### src/rtl/prog_loader.sv
// prog_loader: fills program memory from a framed serial byte stream
// (SYNC, LEN_HI, LEN_LO, payload[, checksum]) and holds the CPU in reset
// until a complete image has been written.
// Optional feature: define PROG_LOADER_CHECKSUM_EN to require a trailing
// 8-bit additive checksum byte that must match before the CPU is released.
module prog_loader #(
    parameter int unsigned SIZE      = 256,
    parameter int unsigned ADDR_W    = 8,
    parameter int unsigned BASE_ADDR = 0,
    parameter logic [7:0]  SYNC      = 8'hA5
) (
    input  logic              clk,
    input  logic              rst,
    input  logic              rx_valid,
    input  logic [7:0]        rx_data,
    output logic              rx_ready,
    output logic              write,
    output logic [ADDR_W-1:0] writeaddr,
    output logic [7:0]        writevalue,
    output logic              cpu_rst,
    output logic              load_done,
    output logic              load_err
);

    localparam int unsigned LEN_W = 16;

`ifdef PROG_LOADER_CHECKSUM_EN
    typedef enum logic [2:0] {
        S_IDLE   = 3'd0,
        S_LEN_HI = 3'd1,
        S_LEN_LO = 3'd2,
        S_DATA   = 3'd3,
        S_CSUM   = 3'd4,
        S_DONE   = 3'd5,
        S_ERR    = 3'd6
    } state_t;
`else
    typedef enum logic [2:0] {
        S_IDLE   = 3'd0,
        S_LEN_HI = 3'd1,
        S_LEN_LO = 3'd2,
        S_DATA   = 3'd3,
        S_DONE   = 3'd5,
        S_ERR    = 3'd6
    } state_t;
`endif

    state_t           state;
    logic [LEN_W-1:0] len;
    logic [LEN_W-1:0] idx;
`ifdef PROG_LOADER_CHECKSUM_EN
    logic [7:0]       csum;
`endif

    logic             accept;
    logic [LEN_W-1:0] len_full;
    logic             is_sync;

    // Handshake qualifier and the full length as it completes in LEN_LO
    always_comb begin
        accept   = rx_valid && rx_ready;
        len_full = {len[LEN_W-1:8], rx_data};
        is_sync  = (rx_data == SYNC);
    end

    // Frame parser, progmem write port and CPU reset control
    always_ff @(posedge clk) begin
        if (!rst) begin
            state      <= S_IDLE;
            len        <= '0;
            idx        <= '0;
`ifdef PROG_LOADER_CHECKSUM_EN
            csum       <= '0;
`endif
            rx_ready   <= 1'b0;
            write      <= 1'b0;
            writeaddr  <= '0;
            writevalue <= '0;
            cpu_rst    <= 1'b1;
            load_done  <= 1'b0;
            load_err   <= 1'b0;
        end else begin
            rx_ready <= 1'b1;
            write    <= 1'b0;
            // Release the CPU one edge after DONE is entered; a SYNC below overrides
            if (state == S_DONE) begin
                cpu_rst <= 1'b0;
            end
            if (accept) begin
                case (state)
                    S_IDLE, S_DONE, S_ERR: begin
                        if (is_sync) begin
                            state     <= S_LEN_HI;
                            cpu_rst   <= 1'b1;
                            load_done <= 1'b0;
                            load_err  <= 1'b0;
                        end
                    end
                    S_LEN_HI: begin
                        len[LEN_W-1:8] <= rx_data;
                        state          <= S_LEN_LO;
                    end
                    S_LEN_LO: begin
                        len[7:0] <= rx_data;
                        if (len_full == '0 || 32'(len_full) > SIZE) begin
                            state    <= S_ERR;
                            load_err <= 1'b1;
                        end else begin
                            state <= S_DATA;
                            idx   <= '0;
`ifdef PROG_LOADER_CHECKSUM_EN
                            csum  <= '0;
`endif
                        end
                    end
                    S_DATA: begin
                        write      <= 1'b1;
                        writeaddr  <= ADDR_W'(BASE_ADDR + 32'(idx));
                        writevalue <= rx_data;
                        idx        <= idx + LEN_W'(1);
`ifdef PROG_LOADER_CHECKSUM_EN
                        csum       <= csum + rx_data;
                        if (idx == len - LEN_W'(1)) begin
                            state <= S_CSUM;
                        end
`else
                        if (idx == len - LEN_W'(1)) begin
                            state     <= S_DONE;
                            load_done <= 1'b1;
                        end
`endif
                    end
`ifdef PROG_LOADER_CHECKSUM_EN
                    S_CSUM: begin
                        if (rx_data == csum) begin
                            state     <= S_DONE;
                            load_done <= 1'b1;
                        end else begin
                            state    <= S_ERR;
                            load_err <= 1'b1;
                        end
                    end
`endif
                    default: state <= S_IDLE;
                endcase
            end
        end
    end

endmodule

### config.mk
export PLATFORM = sky130hd
export DESIGN_NAME = prog_loader
export DESIGN_NICKNAME = d
export VERILOG_FILES = /design/src/rtl/prog_loader.sv
export SDC_FILE = /design/constraint.sdc
export NUM_CORES = 1
export LEC_CHECK = 0
export BUFFER_PORTS_ARGS = -buffer_cell sky130_fd_sc_hd__clkbuf_2
export CORE_MARGIN = 10
export CORE_UTILIZATION = 45
export DETAILED_ROUTE_END_ITERATION = 7
export HOLD_SLACK_MARGIN = 0.03
export SLEW_MARGIN = 0
export SYNTH_ARGS = -nofsm -noshare
export SYNTH_HDL_FRONTEND = slang
export SYNTH_SLANG_ARGS = --single-unit
### constraint.sdc
create_clock -name clk -period 3 [get_ports clk]
set_input_delay 0.3 -clock clk [delete_from_list [all_inputs] [get_ports clk]]
set_output_delay 0.3 -clock clk [all_outputs]
set_load 0.1 [all_outputs]
==> results_dict.tcl, run 1 <==
set metrics [dict create \
    cts_tree "done" \
    drv_cap 0 \
    cts_resized 0 \
    core-area_um2 6386 \
    wire_per_inst_um 16.34 \
    wirelength_um 7796 \
    tightest_slew_ps 699.0 \
    gp_congestion 0.8630 \
    path_clk_slew_ps 100 \
    grt_pass1_vias 2512 \
    ys.flop_type "dfxtp_1" \
    yosys.area.top_type "dfxtp_1" \
    finalCritPeriodShare 0.8750 \
    max_stage_delay_ps 520 \
    fp.dieArea_um2 10290 \
    peakVddDrop_mv 0.2103 \
    syn_nets 393 \
    seq_power_share 0.612 \
    root_buffer "clkbuf_8" \
    final_nets 413 \
    setup_ws_ps 375.1 \
    ys_ff_latch 56 \
    grt_max_degree 34 \
    sw_frac_of_total 0.2294 \
    synth_edf_count 0 \
    dpl_cell_area_um2 3203 \
    preCtsSetupSlack_ps 426.6 \
    fin_crit_ps 2625 \
    hold_path_depth 3 \
    overflow 0 \
    p_int_uw 937.1 \
    ys_types 54 \
    drtPass1Iterations 4 \
    synth_area_leaders "dfxtp_1, nand2_1, mux2i_1" \
    clock_sinks 56 \
    r2r-start "len[0]$_SDFFE_PN0P_" \
    slew_violations 0 \
    rr_worst_depth 8 \
    status "completed" \
    hold_end "writevalue[3]$_SDFFE_PN0P_" \
    startpoint "len[0]$_SDFFE_PN0P_" \
    end_kind "flip-flop" \
    netSwitchingPower_uw 278.9 \
    crit_required_ps 3250 \
    final_layout_size_suffix_gt1_frac 0.1425 \
    post-cts-setup-buffers 0 \
    avgSynthCellArea_um2 7.850 \
    hold_violations 0 \
    avgViaCountPerCell 5.711 \
    relSlewSlack 0.5319 \
    clkLatencyLatePin_ps 310 \
    core.rowCount 29 \
    p_leak_uw 0.001276 \
    powerDensity_nw_per_um2 369.1 \
    fin_skew_ps 12.95 \
    port_buffers 31 \
    ys_seq_area_frac 0.3758 \
    cp_num_buf_inv 1 \
    syn_area_um2 2983 \
    r2r_setup_slack_ps 380 \
    finalSetupViolations 0 \
    synth_cells 380 \
    synth_top_area_frac 0.3758 \
    syn_to_final_growth_pct 10.44 \
    worst_setup_path_start_kind "flip-flop" \
    fmax_mhz 381.0 \
    async_flop_share 0 \
    clockBufferDepth 2 \
    cts_inserted_buffers 5 \
    vias 2724 \
    h-tree-depth 2 \
    crit_family "simple AND/OR/NAND/NOR gates" \
    cts_hold_buf 0 \
    min_path_type "input pin to flip-flop" \
    rsz0062_at_grt "no" \
    pwr-share-clk 0.354 \
    diodes 0 \
    cp.arrival_ps 2880 \
    ant_nets 0 \
    path_cells "inv_1 -> ha_1 -> o21ba_1 -> a221oi_1 -> a41oi_1 -> or4_4 -> nor4_4 -> a31o_1" \
    die_w_um 101.4 \
    final_area_um2 3294 \
    worstSetupPathType "flip-flop to flip-flop" \
    cp_max_fo 12 \
    antenna_found_initial 0 \
    tns_ps 0 \
    p_comb_frac 0.034 \
    dp_hpwl_um 5789 \
    yosysWarnings 0 \
    ios 32 \
    fillCellCount 675 \
    die_y_um 101.4 \
    r2r_end "state[2]$_SDFFE_PN0P_" \
    cp_slowest_cell "or4_4" \
    drc 0 \
    initial_core_util 0.4671 \
    hp-start "rx_data[3]" \
    first_iter_violations 147 \
    grt_pass1_wl_um 12680 \
    grtUsageTotal 0.1511 \
]
-- power groups by stage --
stage / clock, µW / combinational (µW) / sequential (µW)
3_3_place_gp: 0 / 41.5 / 761
4_1_cts: 451 / 41.7 / 744
5_1_grt: 472 / 44.5 / 745
2_1_floorplan: 0 / 14.9 / 767
6_report: 431 / 41.2 / 744
3_5_place_dp: 0 / 41.7 / 761
-- synthesized netlist by cell type, types with 2 or more instances --
cell,count
a21oi_1,35
inv_1,4
nor3b_1,4
mux2i_1,18
or4_4,2
nand2b_1,3
xnor2_1,10
nor2_1,47
nand2_1,52
dfxtp_1,56
nand3b_1,5
a22oi_1,2
a211o_1,2
a31oi_1,6
a311oi_1,2
nor3_1,9
and2_1,3
o2111ai_1,2
clkbuf_1,26
and3_1,4
a31o_1,2
o21ai_0,10
ha_1,2
nor4_1,7
nor2b_1,3
nand4_1,3
and4_1,2
or3_1,3
nand3_1,12
xor2_1,10
o21ai_1,11
-- cells in the final DEF (no fill, tap or decap), types with 2 or more instances in the layout --
cell type  Yosys  layout
nand4_1        3       3
a311oi_1       2       2
ha_1           2       2
nor2_1        47      47
nor3_1         9       9
or4_4          2       2
a21oi_1       35      35
or3_1          3       3
o21ai_1       11      11
and3_1         4       4
inv_1          4       4
clkbuf_8       0       6
a31o_1         2       2
o21ai_0       10      10
xnor2_1       10      10
a22oi_1        2       2
nand2b_1       3       3
dfxtp_1       56      56
nor3b_1        4       4
nand2_1       52      52
o2111ai_1      2       2
xor2_1        10      10
clkbuf_2       0      31
and2_1         3       3
a211o_1        2       2
nor2b_1        3       2
buf_4          0       9
nand3b_1       5       5
and4_1         2       2
nor4_1         7       7
nand3_1       12      12
a31oi_1        6       6
mux2i_1       18      18
-- how the worst max path moves through the flow --
stage / end / slack, ps / cells past startpoint
floorplan: state[2]$_SDFFE_PN0P_ / 120 / 6
global placement: state[2]$_SDFFE_PN0P_ / 450 / 7
detailed placement: state[1]$_SDFFE_PN0P_ / 430 / 7
CTS: state[2]$_SDFFE_PN0P_ / 400 / 8
global route: state[2]$_SDFFE_PN0P_ / 220 / 8
finish: state[2]$_SDFFE_PN0P_ / 380 / 8
-- flip-flops by register name, indices dropped and copies added (netlist names) --
register and flops:
write 1, writeaddr 8, load_err 1, writevalue 8
len 16, state 3, idx 16, rx_ready 1
load_done 1, cpu_rst 1
-- worst reg2reg max path: cells and delay by family (launching register included) --
| family | cells | cell delay, ps |
|---|---|---|
| AO/OA/AOI/OAI | 4 | 790 |
| AND/OR/NAND/NOR | 2 | 870 |
| buffers and inverters | 1 | 80 |
| flip-flops | 1 | 480 |
| adder cells (fa/ha/maj) | 1 | 350 |
-- routing by layer --
metal / routed length [µm] / vias to the layer above / GRT usage
li1: - / 1376 / -
met5: 0 / - / 0
met2: 3542 / 41 / 0.2310
met4: 65 / 0 / 0.03751
met3: 241 / 5 / 0.02655
met1: 3946 / 1302 / 0.2141
-- logic make-up after synthesis --
| logic type | share of synthesized area |
|---|---|
| and+or+nand+nor | 0.2781 |
| AOI/OAI and AO/OA | 0.1783 |
| DFF | 0.3758 |
| buffers and inverters | 0.04026 |
| xor gates and xnor gates | 0.05872 |
| muxes | 0.06040 |
| adders and majority gates | 0.008388 |
-- cell type report --
| cell class | count | area (µm²) | share of cell area |
|---|---|---|---|
| Sequential cell | 56 | 1121 | 0.3403 |
| Tap cell | 77 | 96.34 | 0.02924 |
| Clock buffer | 6 | 82.58 | 0.02507 |
| Timing Repair Buffer | 40 | 222.7 | 0.06760 |
| Inverter | 5 | 18.77 | 0.005697 |
| Clock inverter | 1 | 8.758 | 0.002659 |
| Multi-Input combinational cell | 292 | 1744 | 0.5294 |
-- metrics by stage --
stage | utilization | power [µW] | instances | hold slack [ps]
4_1_cts | 0.5159 | 1237 | 477 | 272.4
3_5_place_dp | 0.5016 | 803.2 | 470 | 446.5
2_1_floorplan | - | 781.4 | 380 | 327.7
3_3_place_gp | 0.5016 | 802.8 | 470 | 441.2
6_report | 0.5159 | 1216 | 477 | 277.3
5_1_grt | 0.5159 | 1261 | 477 | 273.6
Note: power is estimated with default switching activity, not from simulation.
==> run 2: changes to the inputs <==
--- a/config.mk
+++ b/config.mk
@@ -5,10 +5,10 @@
 export SDC_FILE = /design/constraint.sdc
 export NUM_CORES = 1
 export LEC_CHECK = 0
-export BUFFER_PORTS_ARGS = -buffer_cell sky130_fd_sc_hd__clkbuf_2
 export CORE_MARGIN = 10
 export CORE_UTILIZATION = 45
 export DETAILED_ROUTE_END_ITERATION = 7
+export DONT_BUFFER_PORTS = 1
 export HOLD_SLACK_MARGIN = 0.03
 export SLEW_MARGIN = 0
 export SYNTH_ARGS = -nofsm -noshare
==> run 2 against run 1 <==
  * Cell area shrank 3.7%
  * Die area is the same
  * Via count shrank 3.9%
  * Critical endpoint unchanged
==> results_dict.tcl, run 2 (synthesis results as in run 1) <==
set metrics [dict create \
    first_iter_violations 148 \
    h-tree-depth 2 \
    diodes 0 \
    post-cts-setup-buffers 0 \
    cp_max_fo 12 \
    status "completed" \
    grtUsageTotal 0.1483 \
    layout_common_cells "dfxtp_1, nand2_1, nor2_1" \
    pwr-share-clk 0.403 \
    drv_cap 0 \
    dp.cells 439 \
    clock_sinks 56 \
    avgViaCountPerCell 5.844 \
    max_stage_delay_ps 530 \
    clockBufferDepth 2 \
    r2r-start "len[0]$_SDFFE_PN0P_" \
    vias 2618 \
    initial_core_util 0.4671 \
    worstSetupPathType "flip-flop to flip-flop" \
    ant_nets 0 \
    p_comb_frac 0.020 \
    core.rowCount 29 \
    drtPass1Iterations 5 \
    r2r_end "state[2]$_SDFFE_PN0P_" \
    grt_pass1_vias 2422 \
    port_buffers 0 \
    end_kind "flip-flop" \
    hold_violations 0 \
    fmax_mhz 384.9 \
    rr_worst_depth 8 \
    finalCritPeriodShare 0.8660 \
    slew_violations 0 \
    die_w_um 101.4 \
    totalPowerFinal_uw 1289 \
    grt_max_degree 37 \
    drc 0 \
    cts_hold_buf 1 \
    p_leak_uw 0.001156 \
    ios 32 \
    rsz0062_at_grt "no" \
    fp.dieArea_um2 10290 \
    die_y_um 101.4 \
    fin_crit_ps 2598 \
    core-area_um2 6386 \
    overflow 0 \
    tns_ps 0 \
    final_nets 383 \
    instances_no_fill 448 \
    antenna_found_initial 0 \
    fin_skew_ps 7.796 \
    gp_congestion 0.9323 \
    cts_resized 0 \
    worst_setup_path_start_kind "flip-flop" \
    finalSetupViolations 0 \
    p_int_uw 1003 \
    crit_required_ps 3260 \
    hold_path_depth 2 \
    cp_slowest_cell "or4_4" \
    r2r_setup_slack_ps 400 \
    hold_end "writevalue[3]$_SDFFE_PN0P_" \
    path_clk_slew_ps 110 \
    largestRegisters "idx (16), len (16)" \
    powerDensity_nw_per_um2 406.2 \
    path_cells "inv_1 -> ha_1 -> o21ba_1 -> a221oi_1 -> a41oi_1 -> or4_4 -> nor4_4 -> a31o_1" \
    wirelength_um 7546 \
    clkLatencyLatePin_ps 320 \
    dp_hpwl_um 5578 \
    syn_to_final_growth_pct 6.376 \
    seq_power_share 0.577 \
    cts_inserted_buffers 5 \
    min_path_type "input pin to flip-flop" \
    cts_tree "done" \
    cp.arrival_ps 2860 \
    peakVddDrop_mv 0.2011 \
    relSlewSlack 0.3092 \
    netSwitchingPower_uw 286.4 \
    final_layout_size_suffix_gt1_frac 0.07278 \
    wire_per_inst_um 16.84 \
    grt_pass1_wl_um 12520 \
    sw_frac_of_total 0.2222 \
    tightest_slew_ps 1035 \
    mostFrequentLayoutCell "dfxtp_1" \
    hp-start "rx_data[3]" \
    root_buffer "clkbuf_8" \
]
run 2: metal layers:
layer | vias up | share of wire | track usage
met1 | 1239 | 0.47 | 0.1976
met3 | 7 | 0.058 | 0.03948
met4 | 0 | 0.0095 | 0.04073
met5 | - | 0 | 0
li1 | 1316 | - | -
met2 | 56 | 0.46 | 0.2305
run 2: how the worst max path moves through the flow:
stage | from | to | slack (ps) | depth (start not counted)
after global routing | len[0]$_SDFFE_PN0P_ | state[2]$_SDFFE_PN0P_ | 220 | 8
after detailed placement | len[0]$_SDFFE_PN0P_ | state[2]$_SDFFE_PN0P_ | 460 | 8
after floorplan | rx_ready$_DFF_P_ | state[2]$_SDFFE_PN0P_ | 120 | 6
after CTS | len[0]$_SDFFE_PN0P_ | state[2]$_SDFFE_PN0P_ | 410 | 8
after global placement | len[0]$_SDFFE_PN0P_ | state[2]$_SDFFE_PN0P_ | 550 | 8
final | len[0]$_SDFFE_PN0P_ | state[2]$_SDFFE_PN0P_ | 400 | 8
run 2: through the flow:
stage | util | area [µm²] | setup WS [ps] | hold WS [ps]
3_5_place_dp | 0.4773 | 3048 | 458.8 | 328.6
2_1_floorplan | - | 2983 | 118.0 | 327.7
6_report | 0.4969 | 3173 | 402.0 | 104.3
3_3_place_gp | 0.4773 | 3048 | 546.6 | 328.5
4_1_cts | 0.4969 | 3173 | 411.1 | 90.72
5_1_grt | 0.4969 | 3173 | 216.8 | 96.91
run 2: power by group through the flow:
stage	registers (µW)	logic, µW	clock network [µW]
2_1_floorplan	767	14.9	0
3_3_place_gp	761	24.3	0
3_5_place_dp	761	24.4	0
4_1_cts	744	25.5	537
5_1_grt	745	26.8	553
6_report	744	25.3	520
run 2: cell type report:
cell class	count	area, µm²
Sequential cell	56	1121
Multi-Input combinational cell	292	1744
Clock buffer	5	68.82
Inverter	5	18.77
Timing Repair Buffer	10	77.57
Clock inverter	3	46.29
Tap cell	77	96.34
Fill cell	611	3213
run 2: critical path: cells and delay by family (launching register included):
family	cells	cell delay, ps
AOI/OAI and AO/OA	4	780
and+or+nand+nor	2	850
adders and majority gates	1	350
DFF	1	480
buffers and inverters	1	80
